### src/rtl/hps_spi_bridge_pkg.sv
// Shared types and helpers for the HPS SPI bridge: transfer state and
// mode-to-edge selection.
package hps_spi_bridge_pkg;

  typedef enum logic {
    IDLE   = 1'b0,
    ACTIVE = 1'b1
  } state_e;

  // Modes 0 and 3 sample on the rising edge, modes 1 and 2 on the falling edge.
  function automatic logic sample_on_rise(input logic cpol, input logic cpha);
    return cpol == cpha;
  endfunction

endpackage

### src/rtl/hps_spi_rx_fifo.sv
// First-word-fall-through receive FIFO; a push into a full FIFO is accepted
// only when a pop happens on the same cycle.
module hps_spi_rx_fifo #(
  parameter int unsigned WORD_W     = 16,
  parameter int unsigned FIFO_DEPTH = 4
) (
  input  logic              clk_sys,
  input  logic              reset_n,
  input  logic              push,
  input  logic [WORD_W-1:0] push_data,
  input  logic              rx_ready,
  output logic [WORD_W-1:0] rx_data,
  output logic              rx_valid,
  output logic              full
);
  localparam int unsigned PTR_W = $clog2(FIFO_DEPTH) + 1;

  logic [PTR_W-1:0]  wr_ptr_q, wr_ptr_d;
  logic [PTR_W-1:0]  rd_ptr_q, rd_ptr_d;
  logic [WORD_W-1:0] mem_q [FIFO_DEPTH];
  logic              pop;
  logic              wr_en;

  assign rx_valid = wr_ptr_q != rd_ptr_q;
  assign full     = (wr_ptr_q[PTR_W-1] != rd_ptr_q[PTR_W-1]) &&
                    (wr_ptr_q[PTR_W-2:0] == rd_ptr_q[PTR_W-2:0]);
  assign pop      = rx_valid && rx_ready;
  assign wr_en    = push && (!full || pop);
  assign rx_data  = rx_valid ? mem_q[rd_ptr_q[PTR_W-2:0]] : '0;

  always_comb begin
    wr_ptr_d = wr_ptr_q;
    rd_ptr_d = rd_ptr_q;
    if (wr_en) wr_ptr_d = wr_ptr_q + PTR_W'(1);
    if (pop)   rd_ptr_d = rd_ptr_q + PTR_W'(1);
  end

  always_ff @(posedge clk_sys or negedge reset_n) begin
    if (!reset_n) begin
      wr_ptr_q <= '0;
      rd_ptr_q <= '0;
    end else begin
      wr_ptr_q <= wr_ptr_d;
      rd_ptr_q <= rd_ptr_d;
    end
  end

  always_ff @(posedge clk_sys) begin
    if (wr_en) mem_q[wr_ptr_q[PTR_W-2:0]] <= push_data;
  end

endmodule

### src/rtl/hps_spi_bridge.sv
// SPI slave bridge for the HPS: synchronises the SPI pins and enable lines
// into clk_sys, shifts words in/out, and queues received words in a FIFO.
module hps_spi_bridge
  import hps_spi_bridge_pkg::*;
#(
  parameter int unsigned WORD_W      = 16,
  parameter int unsigned SYNC_STAGES = 2,
  parameter int unsigned N_EN        = 3,
  parameter bit          CPOL        = 1'b0,
  parameter bit          CPHA        = 1'b0,
  parameter int unsigned FIFO_DEPTH  = 4
) (
  input  logic              clk_sys,
  input  logic              reset_n,
  input  logic              spi_clk,
  input  logic              spi_mosi,
  input  logic              spi_cs_n,
  output logic              spi_miso,
  input  logic [N_EN-1:0]   en_in,
  output logic [N_EN-1:0]   en_out,
  input  logic [WORD_W-1:0] tx_word,
  output logic [WORD_W-1:0] rx_data,
  output logic              rx_valid,
  input  logic              rx_ready,
  output logic              io_strobe,
  output logic              rx_ovf,
  input  logic              ovf_clr,
  output logic              busy
);
  localparam int unsigned CNT_W       = $clog2(WORD_W);
  localparam logic        SAMPLE_RISE = sample_on_rise(CPOL, CPHA);

  logic [SYNC_STAGES-1:0]           sclk_sync_q, sclk_sync_d;
  logic [SYNC_STAGES-1:0]           mosi_sync_q, mosi_sync_d;
  logic [SYNC_STAGES-1:0]           cs_sync_q, cs_sync_d;
  logic [SYNC_STAGES-1:0][N_EN-1:0] en_sync_q, en_sync_d;
  logic                             sclk_prev_q, sclk_prev_d;
  state_e                           state_q, state_d;
  logic [CNT_W-1:0]                 bit_cnt_q, bit_cnt_d;
  logic [WORD_W-1:0]                rx_sr_q, rx_sr_d;
  logic [WORD_W-1:0]                tx_sr_q, tx_sr_d;
  logic                             skip_q, skip_d;
  logic                             miso_q, miso_d;
  logic                             push_q, push_d;
  logic                             rx_ovf_q, rx_ovf_d;

  logic sclk_s, mosi_s, cs_s;
  logic rise, fall, sample_edge, shift_edge;
  logic fifo_full;

  assign sclk_s      = sclk_sync_q[SYNC_STAGES-1];
  assign mosi_s      = mosi_sync_q[SYNC_STAGES-1];
  assign cs_s        = cs_sync_q[SYNC_STAGES-1];
  assign rise        = sclk_s && !sclk_prev_q;
  assign fall        = !sclk_s && sclk_prev_q;
  assign sample_edge = SAMPLE_RISE ? rise : fall;
  assign shift_edge  = SAMPLE_RISE ? fall : rise;

  assign en_out    = en_sync_q[SYNC_STAGES-1];
  assign spi_miso  = miso_q;
  assign io_strobe = push_q;
  assign rx_ovf    = rx_ovf_q;
  assign busy      = state_q == ACTIVE;

  always_comb begin
    sclk_sync_d = {sclk_sync_q[SYNC_STAGES-2:0], spi_clk};
    mosi_sync_d = {mosi_sync_q[SYNC_STAGES-2:0], spi_mosi};
    cs_sync_d   = {cs_sync_q[SYNC_STAGES-2:0], spi_cs_n};
    en_sync_d   = {en_sync_q[SYNC_STAGES-2:0], en_in};
    sclk_prev_d = sclk_s;
    state_d     = state_q;
    bit_cnt_d   = bit_cnt_q;
    rx_sr_d     = rx_sr_q;
    tx_sr_d     = tx_sr_q;
    skip_d      = skip_q;
    miso_d      = miso_q;
    push_d      = 1'b0;

    case (state_q)
      IDLE: begin
        miso_d = 1'b0;
        if (!cs_s) begin
          state_d   = ACTIVE;
          bit_cnt_d = '0;
          tx_sr_d   = tx_word;
          skip_d    = CPHA;
          miso_d    = CPHA ? 1'b0 : tx_word[WORD_W-1];
        end
      end
      ACTIVE: begin
        if (cs_s) begin
          state_d = IDLE;
          miso_d  = 1'b0;
        end else begin
          if (sample_edge) begin
            rx_sr_d = {rx_sr_q[WORD_W-2:0], mosi_s};
            if (bit_cnt_q == CNT_W'(WORD_W - 1)) begin
              bit_cnt_d = '0;
              push_d    = 1'b1;
              tx_sr_d   = tx_word;
              skip_d    = 1'b1;
            end else begin
              bit_cnt_d = bit_cnt_q + CNT_W'(1);
            end
          end
          // After a reload the next shift edge only presents the new MSB:
          // the CPHA=1 leading edge, or the CPHA=0 trailing edge of the last word.
          if (shift_edge) begin
            if (skip_q) begin
              skip_d = 1'b0;
              miso_d = tx_sr_q[WORD_W-1];
            end else begin
              tx_sr_d = tx_sr_q << 1;
              miso_d  = tx_sr_q[WORD_W-2];
            end
          end
        end
      end
      default: state_d = IDLE;
    endcase

    rx_ovf_d = rx_ovf_q;
    if (push_q && fifo_full && !(rx_valid && rx_ready)) rx_ovf_d = 1'b1;
    else if (ovf_clr)                                     rx_ovf_d = 1'b0;
  end

  always_ff @(posedge clk_sys or negedge reset_n) begin
    if (!reset_n) begin
      sclk_sync_q <= '0;
      mosi_sync_q <= '0;
      cs_sync_q   <= '1;
      en_sync_q   <= '0;
      sclk_prev_q <= 1'b0;
      state_q     <= IDLE;
      bit_cnt_q   <= '0;
      rx_sr_q     <= '0;
      tx_sr_q     <= '0;
      skip_q      <= 1'b0;
      miso_q      <= 1'b0;
      push_q      <= 1'b0;
      rx_ovf_q    <= 1'b0;
    end else begin
      sclk_sync_q <= sclk_sync_d;
      mosi_sync_q <= mosi_sync_d;
      cs_sync_q   <= cs_sync_d;
      en_sync_q   <= en_sync_d;
      sclk_prev_q <= sclk_prev_d;
      state_q     <= state_d;
      bit_cnt_q   <= bit_cnt_d;
      rx_sr_q     <= rx_sr_d;
      tx_sr_q     <= tx_sr_d;
      skip_q      <= skip_d;
      miso_q      <= miso_d;
      push_q      <= push_d;
      rx_ovf_q    <= rx_ovf_d;
    end
  end

  hps_spi_rx_fifo #(
    .WORD_W    (WORD_W),
    .FIFO_DEPTH(FIFO_DEPTH)
  ) u_rx_fifo (
    .clk_sys  (clk_sys),
    .reset_n  (reset_n),
    .push     (push_q),
    .push_data(rx_sr_q),
    .rx_ready (rx_ready),
    .rx_data  (rx_data),
    .rx_valid (rx_valid),
    .full     (fifo_full)
  );

endmodule

### config.mk
export PLATFORM = sky130hd
export DESIGN_NAME = hps_spi_bridge
export DESIGN_NICKNAME = d
export VERILOG_FILES = /design/src/rtl/hps_spi_bridge_pkg.sv /design/src/rtl/hps_spi_rx_fifo.sv /design/src/rtl/hps_spi_bridge.sv
export SDC_FILE = /design/constraint.sdc
export NUM_CORES = 1
export LEC_CHECK = 0
export CAP_MARGIN = 25
export CORE_ASPECT_RATIO = 1.5
export CORE_MARGIN = 2
export CORE_UTILIZATION = 45
export CTS_BUF_LIST = sky130_fd_sc_hd__clkbuf_16
export DETAILED_ROUTE_END_ITERATION = 6
export PLACE_DENSITY = 0.68
export SYNTH_ARGS = -nofsm -noshare
export SYNTH_HDL_FRONTEND = slang
export SYNTH_HIERARCHICAL = 1
export SYNTH_SLANG_ARGS = --single-unit
### constraint.sdc
create_clock -name clk_sys -period 1.8 [get_ports clk_sys]
set_input_delay 0.18 -clock clk_sys [delete_from_list [all_inputs] [get_ports clk_sys]]
set_output_delay 0.18 -clock clk_sys [all_outputs]
set_load 0.01 [all_outputs]
==> out/qor.txt, run 1 <==
First-pass GRT wire length = 16.0 mm
Async S/R FF share, synth = 0.484
Crit path DAT = 1.87 ns
First-pass DRT Iterations = 4
Main synth FF type = edfxtp_1
Max_slew headroom = 0.614
Grt ovf = 0
Initial antenna violation count = 0
Max clock buf depth = 2
Synth Warn # = 6
Die Height = 133 um
IO buf count = 49
Tcrit/Tclk final = 1.14
Vias per cell = 5.27
Worst-path fanout max = 5
Final Setup Violations = 65
Crit-path most repeated cell = buf_6
Wirelength, routed = 9.86 mm
Min Hold Slack = 0.187 ns
Total CTS buffers = 17
Max cap viols = 0
Slew Viols, Final = 0
Initial DRC count = 104
Initial Util = 0.456
Crit path launch type = flop
Top Ports = 50
CTS H-Tree Depth = 4
RSZ-0062 raised after global routing = yes
Vias in the first global route = 3212
Layout Nets = 429
Pre-CTS setup slack = -0.116 ns
Data required, critical path = 1.62 ns
DR vias = 2937
Hold Vio Cnt, Final = 0
Critical path buffers and inverters = 5
GP Congestion = 0.777
Area of the multi-input gates = 1590 um2
Synth Area per Inst = 16.8 um2
Hold crit path type = primary input to flop
Reg clk slew, reported paths = 0.05 ns
Mapped Cells = 296
# diodes = 0
Clk_lat worst skew = 0.40 ns
Leakage power = 2.67 nW
Worst Slack Setup Final = -0.254 ns
Clock sinks = 124
Post-DRT Antenna Nets = 0
Top delay family on crit path = buffers and inverters
Layout cells sized above 1 = 0.366
Area Overhead vs Synth = 32.5%
Yosys reg bits = 124
Residual DRC = 0
Distinct cells, synth = 45
Fill cells = 853
Largest net degree at the start of global routing = 32
CP Cell Sequence = buf_6 -> xor2_4 -> nor3_4 -> buf_12 -> buf_8 -> buf_6 -> nor2b_1 -> buf_2
Avg WL per Cell = 17.7 um
Register Area = 3430 um2
Clock root buffer = clkbuf_16
Crit. End Element = output port
CP max-delay cell = dfrtp_2
Width of the die = 90.0 um
Measured slew at the worst slew-check pin = 0.579 ns
DP Wirelength = 5.91 mm
Power per cell area = 1000 nW/um2
Seq/Total Area, Yosys = 0.687
Mapped cell area = 4990 um2
Post-synth EDFFs = 64
Period minus WS final = 2.05 ns
Die area = 12000 um2
CTS tree = done
Skew final = 0.00786 ns
Max Clk Rate = 487 MHz
Peak VDD IR = 0.784 mV
Outcome = finished, violations left
Violated checks = setup timing
Synth Net Count = 328
Rows = 47
Slowest cell delay on critical path = 0.43 ns
Core Region = 10900 um2
GR Util All Layers = 0.178
Critical path type = flop to output port
## layout by cell type (no fill, tap or decap), types with 4 or more instances in the layout
master	synthesis	final
inv_1	8	11
edfxtp_1	64	64
nor3_1	4	4
clkdlybuf4s50_1	0	31
ha_1	6	5
nor2b_1	19	17
buf_4	2	31
and3_1	17	14
mux4_2	16	16
buf_2	6	12
mux2_2	18	17
nor2_1	5	5
and3_4	0	6
clkbuf_16	0	17
a221o_1	14	14
xnor2_1	5	5
dfrtp_1	58	53
clkinv_2	0	6
nand2_1	11	10
dfrtp_2	0	5
buf_6	2	9
## state kept, by name, summed over array words and instances (netlist names)
signal and cells:
skip_q 1, u_rx_fifo/mem_q 64, sclk_sync_q 2, spi_miso 1, busy 1, rx_ovf 1
sclk_prev_q 1, u_rx_fifo/rd_ptr_q 3, en_sync_d 3, mosi_sync_q 2, cs_sync_q 2, bit_cnt_q 4
io_strobe 1, tx_sr_q 16, en_out 3, u_rx_fifo/wr_ptr_q 3, rx_sr_q 16
## worst paths after layout
| path | depth (start not counted) | slack (ns) | endpoint | from |
|---|---|---|---|---|
| setup / recovery | 8 | -0.25 | rx_data[8] | u_rx_fifo/rd_ptr_q[0] |
| hold / removal | 1 | 0.19 | cs_sync_q[0] | spi_cs_n |
| min in group asynchronous | 2 | 0.31 | rx_sr_q[1] | reset_n |
| max in group asynchronous | 3 | 0.89 | u_rx_fifo/rd_ptr_q[2] | reset_n |
| setup reg to reg | 5 | -0.07 | u_rx_fifo/mem_q[2][10] | u_rx_fifo/rd_ptr_q[0] |
| hold reg to reg | 0 | 0.34 | mosi_sync_q[1] | mosi_sync_q[0] |
## cell type report
class,instances,share of cell area
tap,147,0.0278
clock inverter,15,0.0182
inverter,8,0.00530
multi-input combinational,155,0.241
timing repair buffer,91,0.125
clock buffer,17,0.0644
sequential,124,0.519
## cell usage after synthesis (2+ instances only)
cell type / n / share of area
mux4_2: 16 / 0.072
nor2_1: 5 / 0.0038
nor2b_1: 19 / 0.024
dfrtp_1: 58 / 0.29
a21oi_1: 2 / 0.0020
mux2i_1: 2 / 0.0040
a221o_1: 14 / 0.028
buf_4: 2 / 0.0030
xnor2_1: 5 / 0.0088
o211ai_1: 3 / 0.0045
buf_6: 2 / 0.0045
a21o_1: 2 / 0.0030
and3_1: 17 / 0.021
o21ai_0: 3 / 0.0030
inv_1: 8 / 0.0060
ha_1: 6 / 0.015
dfstp_2: 2 / 0.011
clkbuf_1: 2 / 0.0015
nand3_1: 2 / 0.0020
nor3_1: 4 / 0.0040
mux2_2: 18 / 0.041
buf_2: 6 / 0.0060
nand2_1: 11 / 0.0083
o31ai_2: 2 / 0.0050
o41ai_1: 2 / 0.0035
edfxtp_1: 64 / 0.39
## report_power, final
group          switching (mW)  internal, mW
Combinational           0.121         0.177
Sequential              0.113          3.14
Clock                    1.11          1.98
## cells by family after synthesis
kind of cell,count (synthesis),synth area share
AOI/OAI and AO/OA,33,0.0592
xor gates and xnor gates,8,0.0193
adders and majority gates,6,0.0151
buffers and inverters,20,0.0211
DFF,124,0.687
muxes,36,0.117
and+or+nand+nor,69,0.0815
## metal layers
layer  wire, um  GRT usage  vias to the layer above
met5          0          0                        -
met2       5580      0.328                       83
met3        383     0.0490                       17
met4        213     0.0778                        0
li1           -          -                     1346
met1       3690      0.189                     1491
## per-stage QoR
step / utilization / setup TNS (ns) / power, mW / area (um2) / std cells
2_1_floorplan: - / -1.41 / 3.42 / 4990 / 296
3_3_place_gp: 0.534 / -6.09 / 3.58 / 5840 / 507
6_report: 0.604 / -6.42 / 6.64 / 6610 / 557
4_1_cts: 0.601 / -6.31 / 6.72 / 6580 / 555
5_1_grt: 0.604 / -9.00 / 6.89 / 6610 / 557
3_5_place_dp: 0.534 / -7.16 / 3.60 / 5840 / 507
## repair_timing
| action | CTS | global route |
|---|---|---|
| gates cloned | 4 | 0 |
| setup endpoints to repair | 81 | 96 |
| pin swaps | 3 | 2 |
| hold endpoints to repair | 19 | 0 |
| resized for setup | 96 | 13 |
| hold buffers | 1 | 0 |
| buffers inserted | 11 | 5 |
Power figures use the tool's default switching activity.
==> run 2, diff against run 1 <==
==> constraint.sdc (replaced) <==
create_clock -name clk_sys -period 1.8 [get_ports clk_sys]
set_input_delay 0.18 -clock clk_sys [delete_from_list [all_inputs] [get_ports clk_sys]]
set_output_delay 0.18 -clock clk_sys [all_outputs]
set_load 0.02 [all_outputs]
==> out/qor.txt, run 2 (synthesized netlist as in run 1, its figures left out) <==
Most common cell after layout, fill and taps aside = edfxtp_1
Crit path launch type = flop
Commonest cells after routing, fill and taps aside = 64 x edfxtp_1, 56 x dfrtp_1, 30 x clkdlybuf4s50_1
First-pass GRT wire length = 15.4 mm
Placed cell count = 506
Worst-path fanout max = 7
Worst Slack Setup Final = -0.236 ns
GP Congestion = 0.764
Die Height = 133 um
Post-DP Area = 5840 um2
CP Cell Sequence = buf_12 -> buf_4 -> mux4_2 -> nor2b_1 -> buf_2
Critical path type = flop to output port
Largest net degree at the start of global routing = 61
Top Ports = 50
Hold crit path type = primary input to flop
Clock sinks = 124
Hold Vio Cnt, Final = 0
Peak VDD IR = 0.739 mV
Width of the die = 90.0 um
Residual DRC = 0
Largest register FFs = 64
Slew Viols, Final = 0
Leakage power = 2.65 nW
Period minus WS final = 2.04 ns
GR Util All Layers = 0.172
Layout Utilization = 0.600
Wirelength, routed = 9.81 mm
CTS H-Tree Depth = 4
Avg WL per Cell = 17.9 um
Grt ovf = 0
Violated checks = setup timing
Vias in the first global route = 3015
Setup TNS = -3.11 ns
Outcome = finished, violations left
# diodes = 0
Data required, critical path = 1.62 ns
Initial antenna violation count = 0
Initial DRC count = 84
Design area = 6570 um2
Slowest cell delay on critical path = 0.48 ns
RSZ-0062 raised after global routing = yes
Tcrit/Tclk final = 1.13
Final std cells w/o fill = 549
Pre-CTS setup slack = -0.170 ns
Area Overhead vs Synth = 31.7%
Measured slew at the worst slew-check pin = 0.416 ns
Reg clk slew, reported paths = 0.06 ns
Die area = 12000 um2
Clock root buffer = clkbuf_16
CP max-delay cell = mux4_2
Crit path DAT = 1.86 ns
Post-DRT Antenna Nets = 0
Vias per cell = 5.29
Max clock buf depth = 2
DP Wirelength = 5.70 mm
Skew final = 0.00891 ns
CTS tree = done
Layout Nets = 421
Crit. End Element = output port
Clk_lat worst skew = 0.41 ns
Total CTS buffers = 17
First-pass DRT Iterations = 4
Initial Util = 0.456
Max Clk Rate = 491 MHz
IO buf count = 49
Layout cells sized above 1 = 0.343
Final Setup Violations = 17
Max_slew headroom = 0.719
DR vias = 2903
Rows = 47
Power per cell area = 1060 nW/um2
Max cap viols = 0
Core Region = 10900 um2
run 2: cell count changes in the layout (fill, tap and decap cells not counted), moves of 3 or more:
cell	change
buf_6	-6
clkinv_2	-5
clkinv_4	+5
inv_1	-4
buf_12	+3
clkdlybuf4s15_2	-3
dfrtp_1	+3
dfrtp_2	-3
run 2: where the power goes:
group / leakage (nW) / switching, mW / total, mW / internal [mW]
clock: 0.286 / 1.22 / 3.39 / 2.17
sequential: 1.34 / 0.112 / 3.25 / 3.14
combinational: 1.02 / 0.126 / 0.304 / 0.178
total: 2.65 / 1.46 / 6.94 / 5.49
run 2: layout make-up:
cell class | count | area [um2]
inverters | 8 | 32.5
flip-flops and latches | 124 | 3430
clock buffers | 17 | 425
well taps | 147 | 184
multi-input cells | 155 | 1550
repair buffers | 83 | 776
fillers | 865 | 4370
clock inverters | 15 | 174
run 2: metrics by stage:
stage | power [mW] | hold WS [ns]
floorplan | 3.42 | -0.116
global placement | 3.58 | 0.215
detailed placement | 3.60 | 0.220
CTS | 7.01 | 0.158
global route | 7.20 | 0.170
finish | 6.94 | 0.172
run 2: path summary, 6_finish.rpt:
check / slack (ns) / cells after the start / endpoint / startpoint
min: 0.17 / 1 / cs_sync_q[0] / spi_cs_n
min reg2reg: 0.35 / 0 / en_out[0] / en_sync_d[3]
max: -0.24 / 5 / rx_data[15] / u_rx_fifo/rd_ptr_q[0]
min in group asynchronous: 0.31 / 3 / rx_sr_q[3] / reset_n
max reg2reg: 0.03 / 4 / u_rx_fifo/mem_q[2][11] / u_rx_fifo/rd_ptr_q[0]
max in group asynchronous: 1.17 / 3 / cs_sync_q[1] / reset_n
run 2: metal layers:
| metal | part of all wire | track usage | wire (um) |
|---|---|---|---|
| met4 | 0.020 | 0.0769 | 199 |
| met1 | 0.38 | 0.182 | 3760 |
| met5 | 0 | 0 | 0 |
| met3 | 0.039 | 0.0530 | 384 |
| met2 | 0.56 | 0.313 | 5460 |
run 2: what timing repair did:
action                     in CTS  in global routing
hold endpoints to repair       58                  0
setup buffers                   0                  6
hold buffers                    1                  0
gates resized for setup        76                 19
pin swaps                       3                  0
setup endpoints to repair      81                 73
cloned                          3                  1
run 2: worst max-delay path, delay by kind of cell (launching register included):
kind	cells	cell delay, ns
DFF	1	0.41
and+or+nand+nor	1	0.14
buffers and inverters	3	0.43
muxes	1	0.48
==> run 3, diff against run 2 <==
--- a/config.mk
+++ b/config.mk
@@ -5,13 +5,13 @@
 export SDC_FILE = /design/constraint.sdc
 export NUM_CORES = 1
 export LEC_CHECK = 0
+export ABC_AREA = 1
 export CAP_MARGIN = 25
 export CORE_ASPECT_RATIO = 1.5
-export CORE_MARGIN = 2
-export CORE_UTILIZATION = 45
+export CORE_UTILIZATION = 51
 export CTS_BUF_LIST = sky130_fd_sc_hd__clkbuf_16
 export DETAILED_ROUTE_END_ITERATION = 6
-export PLACE_DENSITY = 0.68
+export PLACE_DENSITY = 0.75
 export SYNTH_ARGS = -nofsm -noshare
 export SYNTH_HDL_FRONTEND = slang
 export SYNTH_HIERARCHICAL = 1
==> out/qor.txt, run 3 <==
Largest register FFs = 64
Peak VDD IR = 0.948 mV
DP Wirelength = 6.91 mm
DR vias = 3920
Width of the die = 85.2 um
Grt ovf = 0
Most common cell after layout, fill and taps aside = nand2_1
Synth top area share = 0.363
Synth cell count leaders = 128 x nand2_1, 64 x edfxtp_1, 59 x nor2_1
CTS H-Tree Depth = 4
Max cap viols = 0
Clk_lat worst skew = 0.41 ns
Initial DRC count = 208
Hold Vio Cnt, Final = 0
Post-DRT Antenna Nets = 0
Worst Slack Setup Final = -0.151 ns
Synth Net Count = 529
Largest net degree at the start of global routing = 27
Post-synth EDFFs = 64
Most common cell in the netlist = nand2_1
Measured slew at the worst slew-check pin = 0.508 ns
Clock sinks = 124
Outcome = finished, violations left
RSZ-0062 raised after global routing = yes
Mapped cell area = 5290 um2
P_sw = 1.37 mW
Distinct cells, synth = 34
Avg WL per Cell = 16.7 um
Yosys reg bits = 124
Min Hold Slack = 0.176 ns
GR Util All Layers = 0.222
Main synth FF type = edfxtp_1
Clock network power share = 0.474
Seq/Total Area, Yosys = 0.647
Area Overhead vs Synth = 34.5%
Leakage power = 3.12 nW
Crit path DAT = 1.77 ns
Vias per cell = 5.42
CP Cell Sequence = buf_12 -> buf_12 -> nor2_2 -> nor2_1 -> o21ai_1 -> o21ai_2 -> nand2_4 -> inv_2 -> buf_6
Mapped Cells = 497
Max clock buf depth = 2
Skew final = 0.0119 ns
CP max-delay cell = dfrtp_2
Reg clk slew, reported paths = 0.05 ns
Layout Nets = 625
Commonest cells after routing, fill and taps aside = 119 x nand2_1, 64 x edfxtp_1, 54 x dfrtp_1
# diodes = 0
Sequential share of power = 0.484
Violated checks = setup timing
Critical path type = flop to output port
Residual DRC = 0
Placed cell count = 670
Tcrit/Tclk final = 1.08
Top cells by area, synth = edfxtp_1 36%, dfrtp_1 27%, nand2_1 9.1%, nor2_1 4.2%, o21ai_0 3.5%
Post-synth top area cell = edfxtp_1
Initial antenna violation count = 0
Slew Viols, Final = 0
Power per cell area = 924 nW/um2
Top Ports = 50
Vias in the first global route = 3882
Sw Share = 0.209
Period minus WS final = 1.95 ns
Total CTS buffers = 17
Initial Util = 0.522
Comb power frac = 0.042
Final std cells w/o fill = 723
Int Power = 5.21 mW
Slowest cell delay on critical path = 0.42 ns
GP Congestion = 0.792
CTS tree = done
Max_slew headroom = 0.658
Core Region = 10100 um2
Synth Warn # = 6
Async S/R FF share, synth = 0.484
First-pass GRT wire length = 18.1 mm
Clock root buffer = clkbuf_16
Data required, critical path = 1.62 ns
Crit path launch type = flop
Fill cells = 690
Die area = 10800 um2
Crit-path most repeated cell = buf_12
Max Clk Rate = 513 MHz
Layout Utilization = 0.702
First-pass DRT Iterations = 4
Die Height = 127 um
IO buf count = 49
Rows = 45
Final Setup Violations = 81
Hold crit path type = primary input to flop
Worst-path fanout max = 7
Layout cells sized above 1 = 0.269
Synth Area per Inst = 10.7 um2
Wirelength, routed = 12.1 mm
Crit. End Element = output port
==> run 3: cell types whose count changed after synthesis, sizes merged, moves of 14 or more <==
cell,change
and3,-17
nand2,+122
mux4,-16
o21ai,+55
nand4,+14
inv,+32
mux2,-18
nand3,+25
nor2,+57
nor2b,-19
a221o,-14
==> run 3: cell type report <==
cell class,instances,area (um2),area share
Multi-Input combinational cell,313,1750,0.246
Clock inverter,15,119,0.0167
Clock buffer,17,425,0.0598
Tap cell,117,146,0.0206
Sequential cell,124,3430,0.482
Timing Repair Buffer,96,1070,0.150
Inverter,41,176,0.0248
==> run 3: timing repair <==
item                                    in CTS  in global routing
gates cloned                                 2                  4
hold endpoints to repair                    10                  0
gates resized for setup                    120                 75
buffers inserted                             5                 10
hold buffers                                 1                  0
pin swaps                                   14                 23
endpoints found under the setup margin      33                 81
==> run 3: layer usage <==
metal	share of wire	track usage	wire length (um)
met1	0.36	0.230	4380
met2	0.55	0.409	6710
met3	0.043	0.0449	523
met4	0.040	0.124	489
met5	0	0	0
==> run 3: per-stage QoR <==
| stage | area, um2 | setup TNS, ns | setup WS (ns) | power (mW) |
|---|---|---|---|---|
| final | 7120 | -3.69 | -0.151 | 6.58 |
| after global routing | 7120 | -5.68 | -0.215 | 6.81 |
| after CTS | 6740 | -0.446 | -0.0643 | 6.61 |
| after detailed placement | 6050 | -1.32 | -0.0905 | 3.50 |
| after global placement | 6050 | -0.234 | -0.0343 | 3.49 |
| after floorplan | 5290 | -11.56 | -0.181 | 3.35 |
==> run 3: kinds of logic (layout without fill, tap and decap cells) <==
kind of cell | after synthesis | in the layout | share of synthesized area
AOI/OAI and AO/OA | 63 | 63 | 0.0655
xor gates and xnor gates | 3 | 3 | 0.00851
adders and majority gates | 6 | 6 | 0.0142
buffers and inverters | 62 | 169 | 0.0605
DFF | 124 | 124 | 0.647
and+or+nand+nor | 239 | 241 | 0.204
==> run 3: worst paths after layout <==
kind / startpoint / to / slack, ns / cells after the start
min: spi_cs_n / cs_sync_q[0] / 0.18 / 1
max reg2reg: u_rx_fifo/rd_ptr_q[0] / u_rx_fifo/mem_q[1][3] / -0.06 / 9
max: u_rx_fifo/rd_ptr_q[0] / rx_data[9] / -0.15 / 9
min reg2reg: en_sync_d[4] / en_out[1] / 0.35 / 0
max in group asynchronous: reset_n / cs_sync_q[1] / 0.94 / 3
min in group asynchronous: reset_n / u_rx_fifo/wr_ptr_q[0] / 0.23 / 2
==> run 3: power groups by stage <==
stage               clock network (mW)  registers, mW  logic, mW
finish                            3.12           3.19      0.277
global route                      3.30           3.20      0.313
CTS                               3.15           3.18      0.279
detailed placement                   0           3.23      0.273
global placement                     0           3.22      0.265
floorplan                            0           3.21      0.138
==> run 3: critical path, delay by kind of cell (launching register included) <==
kind / cells / cell delay (ns)
compound gates: 2 / 0.22
simple gates: 3 / 0.27
buf+inv: 4 / 0.45
flops: 1 / 0.42
